**config.mk**
```make
export PLATFORM = sky130hd
export DESIGN_NAME = gray_decoder
export DESIGN_NICKNAME = d
export VERILOG_FILES = /design/src/rtl/gray_decoder.sv
export SDC_FILE = /design/constraint.sdc
export NUM_CORES = 1
export LEC_CHECK = 0
export CORE_MARGIN = 2
export CORE_UTILIZATION = 35
export CTS_CLUSTER_DIAMETER = 150
export DETAILED_ROUTE_END_ITERATION = 16
export GPL_ROUTABILITY_DRIVEN = 0
export PLACE_DENSITY = 0.67
export REMOVE_ABC_BUFFERS = 1
export SYNTH_ARGS = -nofsm -noshare
export SYNTH_HDL_FRONTEND = slang
export SYNTH_SLANG_ARGS = --single-unit
```
**constraint.sdc**
```tcl
create_clock -name Clk -period 3.7 [get_ports Clk]
set_clock_uncertainty 0.05 [all_clocks]
set_input_delay 0.555 -clock Clk [delete_from_list [all_inputs] [get_ports Clk]]
set_output_delay 0.555 -clock Clk [all_outputs]
set_load 0.01 [all_outputs]
```
**src/rtl/gray_decoder.sv**
```systemverilog
// ============================================================================
// Module   : gray_decoder
// Purpose  : Registered Gray-to-binary decoder with step legality checking and
//            wrap reporting. Build option GRAY_DEC_ERRCNT_EN adds ErrCount.
// Revision : 1.0 - initial release
// ============================================================================
`default_nettype none

module gray_decoder #(
    parameter int WIDTH = 3,
    parameter int CNT_W = 8
) (
    input  logic             Clk,
    input  logic             Reset,
    input  logic             Valid,
    input  logic [WIDTH-1:0] GrayIn,
    input  logic             Clear,
    output logic [WIDTH-1:0] Binary,
    output logic             OutValid,
    output logic             Up,
    output logic             Down,
    output logic             Overflow,
    output logic             Underflow,
    output logic [CNT_W-1:0] WrapCount,
    output logic             Error,
    output logic             Locked
`ifdef GRAY_DEC_ERRCNT_EN
    ,
    output logic [CNT_W-1:0] ErrCount
`endif
);

    localparam logic [1:0] c_ST_IDLE  = 2'd0;
    localparam logic [1:0] c_ST_TRACK = 2'd1;
    localparam logic [1:0] c_ST_ERR   = 2'd2;

    localparam logic [WIDTH-1:0] c_BIN_MAX  = {WIDTH{1'b1}};
    localparam logic [WIDTH-1:0] c_BIN_ZERO = {WIDTH{1'b0}};
    localparam logic [WIDTH-1:0] c_BIN_ONE  = WIDTH'(1);
    localparam logic [CNT_W-1:0] c_CNT_MAX  = {CNT_W{1'b1}};
    localparam logic [CNT_W-1:0] c_CNT_ONE  = CNT_W'(1);

    logic [1:0]       r_state;
    logic [WIDTH-1:0] r_bin;
    logic             r_out_valid;
    logic             r_up;
    logic             r_down;
    logic             r_ovf;
    logic             r_unf;
    logic [CNT_W-1:0] r_wrap_cnt;
    logic             r_error;
`ifdef GRAY_DEC_ERRCNT_EN
    logic [CNT_W-1:0] r_err_cnt;
`endif

    logic [WIDTH-1:0] w_bin;
    logic [WIDTH-1:0] w_diff;

    // Binary bit i is the XOR of all Gray bits at or above position i.
    genvar gi;
    generate
        for (gi = 0; gi < WIDTH; gi++) begin : g_dec_bit
            assign w_bin[gi] = ^(GrayIn >> gi);
        end
    endgenerate

    // Modular step from the last accepted value; wraps naturally in WIDTH bits.
    assign w_diff = w_bin - r_bin;

    always_ff @(posedge Clk) begin
        if (!Reset) begin
            r_state     <= c_ST_IDLE;
            r_bin       <= c_BIN_ZERO;
            r_out_valid <= 1'b0;
            r_up        <= 1'b0;
            r_down      <= 1'b0;
            r_ovf       <= 1'b0;
            r_unf       <= 1'b0;
            r_wrap_cnt  <= '0;
            r_error     <= 1'b0;
`ifdef GRAY_DEC_ERRCNT_EN
            r_err_cnt   <= '0;
`endif
        end else if (Clear) begin
            r_state     <= c_ST_IDLE;
            r_out_valid <= 1'b0;
            r_error     <= 1'b0;
        end else begin
`ifdef GRAY_DEC_ERRCNT_EN
            // Error is a single-cycle pulse in this build.
            r_error <= 1'b0;
`endif
            if (Valid) begin
                r_bin       <= w_bin;
                r_out_valid <= 1'b1;
                r_up        <= 1'b0;
                r_down      <= 1'b0;
                case (r_state)
                    c_ST_IDLE: begin
                        r_state <= c_ST_TRACK;
                    end
                    c_ST_TRACK: begin
                        if (w_diff == c_BIN_ZERO) begin
                            r_up   <= 1'b0;
                            r_down <= 1'b0;
                        end else if (w_diff == c_BIN_ONE) begin
                            r_up <= 1'b1;
                            if (r_bin == c_BIN_MAX) begin
                                r_ovf <= 1'b1;
                                if (r_wrap_cnt != c_CNT_MAX)
                                    r_wrap_cnt <= r_wrap_cnt + c_CNT_ONE;
                            end
                        end else if (w_diff == c_BIN_MAX) begin
                            r_down <= 1'b1;
                            if (r_bin == c_BIN_ZERO)
                                r_unf <= 1'b1;
                        end else begin
                            r_error <= 1'b1;
`ifdef GRAY_DEC_ERRCNT_EN
                            // Resynchronise on the new sample and keep tracking.
                            if (r_err_cnt != c_CNT_MAX)
                                r_err_cnt <= r_err_cnt + c_CNT_ONE;
`else
                            r_state <= c_ST_ERR;
`endif
                        end
                    end
                    c_ST_ERR: begin
                        r_state <= c_ST_ERR;
                    end
                    default: begin
                        r_state <= c_ST_IDLE;
                    end
                endcase
            end else begin
                r_out_valid <= 1'b0;
            end
        end
    end

    assign Binary    = r_bin;
    assign OutValid  = r_out_valid;
    assign Up        = r_up;
    assign Down      = r_down;
    assign Overflow  = r_ovf;
    assign Underflow = r_unf;
    assign WrapCount = r_wrap_cnt;
    assign Error     = r_error;
    assign Locked    = (r_state == c_ST_TRACK);
`ifdef GRAY_DEC_ERRCNT_EN
    assign ErrCount  = r_err_cnt;
`endif

endmodule

`default_nettype wire

```
==> results.sh <==
export IMPL_status="complete, no violations"
export IMPL_synth_area_leaders="dfxtp_1 (38%), mux2i_1 (6.0%), ha_1 (5.0%)"
export IMPL_drcViolationCount=0
export IMPL_first_pass_iters=4
export IMPL_hold_slack_ns=0.417
export IMPL_first_iter_violations=26
export IMPL_cpPeakStageDelay_ns=0.53
export IMPL_min_to="Down$_SDFFE_PN0P_"
export IMPL_cts_buffers=3
export IMPL_yosys_area_top_type="dfxtp_1"
export IMPL_synth_top_cell_area_share_pct=37.9
export IMPL_p_sw_share_pct=25.6
export IMPL_reg2reg_from="Binary[0]$_SDFFE_PN0P_"
export IMPL_fp_dieH_um=57.5
export IMPL_final_setup_viol_count=0
export IMPL_die_x_um=57.5
export IMPL_drv_cap=0
export IMPL_intPower_uw=287
export IMPL_io_pins=25
export IMPL_crit_fanout=10
export IMPL_leakage_nw=0.484
export IMPL_dr_total_vias=909
export IMPL_end_kind="flip-flop"
export IMPL_r2r_end="WrapCount[3]$_SDFFE_PN0P_"
export IMPL_powerDensity_nw_per_um2=293
export IMPL_die_area_um2=3310
export IMPL_avgSynthCellArea_um2=8.80
export IMPL_ys_flop_type="dfxtp_1"
export IMPL_wl_per_cell_um=12.8
export IMPL_holdPathStages=2
export IMPL_grt_first_pass_wirelength_mm=3.84
export IMPL_vias_per_cell=5.25
export IMPL_layout_nets=155
export IMPL_worstHoldStart="Down$_SDFFE_PN0P_"
export IMPL_port_buffer_count=24
export IMPL_path_clk_slew_ns=0.11
export IMPL_arrival_ns=3.49
export IMPL_pwr_share_clk_pct=26.8
export IMPL_synth_cell_types=36
export IMPL_min_path_type="flip-flop to flip-flop"
export IMPL_insertion_delay_ns=0.29
export IMPL_rsz0062_at_grt="false"
export IMPL_peakVddDrop_mv=0.235
export IMPL_clockRootBuffer="clkbuf_4"
export IMPL_hold_buffers=0
export IMPL_synth_yosys_warnings=0
export IMPL_pwr_share_seq_pct=54.9
export IMPL_area_growth_synth_to_final_pct=31.2
export IMPL_cpMaxStageDelayCell="or4_1"
export IMPL_ant_nets=0
export IMPL_wl_mm=2.21
export IMPL_grt_ovfl_total=0
export IMPL_synth_most_common_cell="dfxtp_1"
export IMPL_start_util_pct=36.7
export IMPL_reg2reg_depth=7
export IMPL_first_global_vias=878
export IMPL_core_area_um2=2730
export IMPL_worst_setup_path_type="input port to flip-flop"
export IMPL_switching_power_uw=98.6
export IMPL_rows=19
export IMPL_antenna_found_initial=0
export IMPL_grtUsageTotal_pct=14.8
export IMPL_grt_start_max_net_pins=14
export IMPL_p_comb_share_pct=18.3
export IMPL_critical_path_startpoint_type="input port"
export IMPL_hold_viol_final=0
export IMPL_cts_repair_resized=0
export IMPL_postCtsSetupBuffers=0
export IMPL_yosys_top_cells_count="dfxtp_1 (19), nand2_1 (13), nor2_1 (8)"
export IMPL_cts_sinks=19
export IMPL_final_fill_count=267
export IMPL_slew_headroom_pct=71.2
export IMPL_placedCellCount=169
export IMPL_n_antenna_cell=0
export IMPL_rrSetupSlack_ns=1.10
export IMPL_synth_edf_count=0
export IMPL_post_route_util_pct=48.1
export IMPL_slew_violations=0
export IMPL_period_needed_ns=3.32
export IMPL_drive_gt1_share_pct=7.75
export IMPL_cp_cell_sequence="clkdlybuf4s50_1 > xor2_1 > xnor2_1 > ha_1 > inv_1 > fa_1 > nand4b_1 > or4_4 > or4_1 > a21oi_1"
export IMPL_synth_seq_cells=19
export IMPL_cts_tree="yes"
export IMPL_syn_inst=114
export IMPL_syn_area_um2=1000
export IMPL_synthArstFlopShare_pct=0
export IMPL_worst_pin_slew_ns=0.431
export IMPL_htreeDepth=1
export IMPL_ys_seq_area_share_pct=37.9
export IMPL_max_freq_mhz=301
export IMPL_layout_cells_non_filler=173
export IMPL_timing_final_crit_share_pct=89.8
export IMPL_ctsLongestPathBuffers=2
export IMPL_crit_required_ns=3.87
export IMPL_fin_tns_setup_ns=0
export IMPL_hpwlAfterDp_mm=1.71
-- placed cells by master (no fill, tap or decap), drive strengths merged, types with 5 or more instances in the layout --
cell           netlist  layout
a21oi                7       7
mux2i                6       6
nand2b               5       5
dfxtp               19      19
inv                  6       6
nand3                6       6
nor2                 8       8
nand2               13      13
clkdlybuf4s50        0      24
-- power by group through the flow --
stage | logic (mW) | clock network (mW) | registers (mW)
floorplan | 0.0401 | 0 | 0.217
global placement | 0.0689 | 0 | 0.216
detailed placement | 0.0708 | 0 | 0.216
CTS | 0.0708 | 0.110 | 0.212
global route | 0.0779 | 0.120 | 0.212
finish | 0.0704 | 0.103 | 0.212
-- logic make-up after synthesis --
logic type      synth area share, %
compound gates                 10.8
xor+xnor                       5.24
fa+ha+maj                      6.98
buf+inv                        4.49
flops                          37.9
mux                            5.99
simple gates                   28.6
-- flip-flops by register name (all words and copies together), names as in the netlist --
signal	count
Error	1
OutValid	1
Up	1
WrapCount	8
Underflow	1
Binary	3
Down	1
r_state	2
Overflow	1
-- worst max path at each step --
stage               from  slack [ns]  depth (start not counted)                        end
2_1_floorplan  GrayIn[2]        0.58                          9  WrapCount[3]$_SDFFE_PN0P_
3_3_place_gp   GrayIn[2]        0.17                         10  WrapCount[3]$_SDFFE_PN0P_
3_5_place_dp   GrayIn[2]        0.07                         10  WrapCount[3]$_SDFFE_PN0P_
4_1_cts        GrayIn[2]        0.38                         10  WrapCount[3]$_SDFFE_PN0P_
5_1_grt        GrayIn[2]        0.27                         10  WrapCount[3]$_SDFFE_PN0P_
6_report       GrayIn[2]        0.38                         10  WrapCount[3]$_SDFFE_PN0P_
-- cell type report --
class | count | area [um2] | area share (%)
Inverter | 6 | 22.5 | 1.71
Multi-Input combinational cell | 85 | 578 | 43.9
Clock buffer | 4 | 26.3 | 2.00
Timing Repair Buffer | 28 | 270 | 20.5
Sequential cell | 19 | 380 | 28.9
Tap cell | 31 | 38.8 | 2.95
-- per-stage QoR --
| stage | power, mW | cell area (um2) | setup WS, ns |
|---|---|---|---|
| after global routing | 0.410 | 1320 | 0.268 |
| after detailed placement | 0.287 | 1290 | 0.0687 |
| after floorplan | 0.257 | 981 | 0.579 |
| final | 0.385 | 1320 | 0.378 |
| after global placement | 0.285 | 1290 | 0.171 |
| after CTS | 0.392 | 1320 | 0.384 |
-- per-layer routing --
metal | GRT usage [%] | vias to the layer above | wire length [um]
met3 | 3.85 | 2 | 115
met1 | 17.6 | 424 | 955
met5 | 0 | - | 0
li1 | - | 457 | -
met2 | 25.8 | 26 | 1130
met4 | 4.65 | 0 | 11
-- worst max-delay path: cells and delay by family --
family | cells | cell delay [ns]
xor gates and xnor gates | 2 | 0.37
buffers and inverters | 2 | 0.54
AOI/OAI and AO/OA | 1 | 0.16
adders and majority gates | 2 | 0.64
and+or+nand+nor | 3 | 1.24
Note: power is estimated with default switching activity, not from simulation.
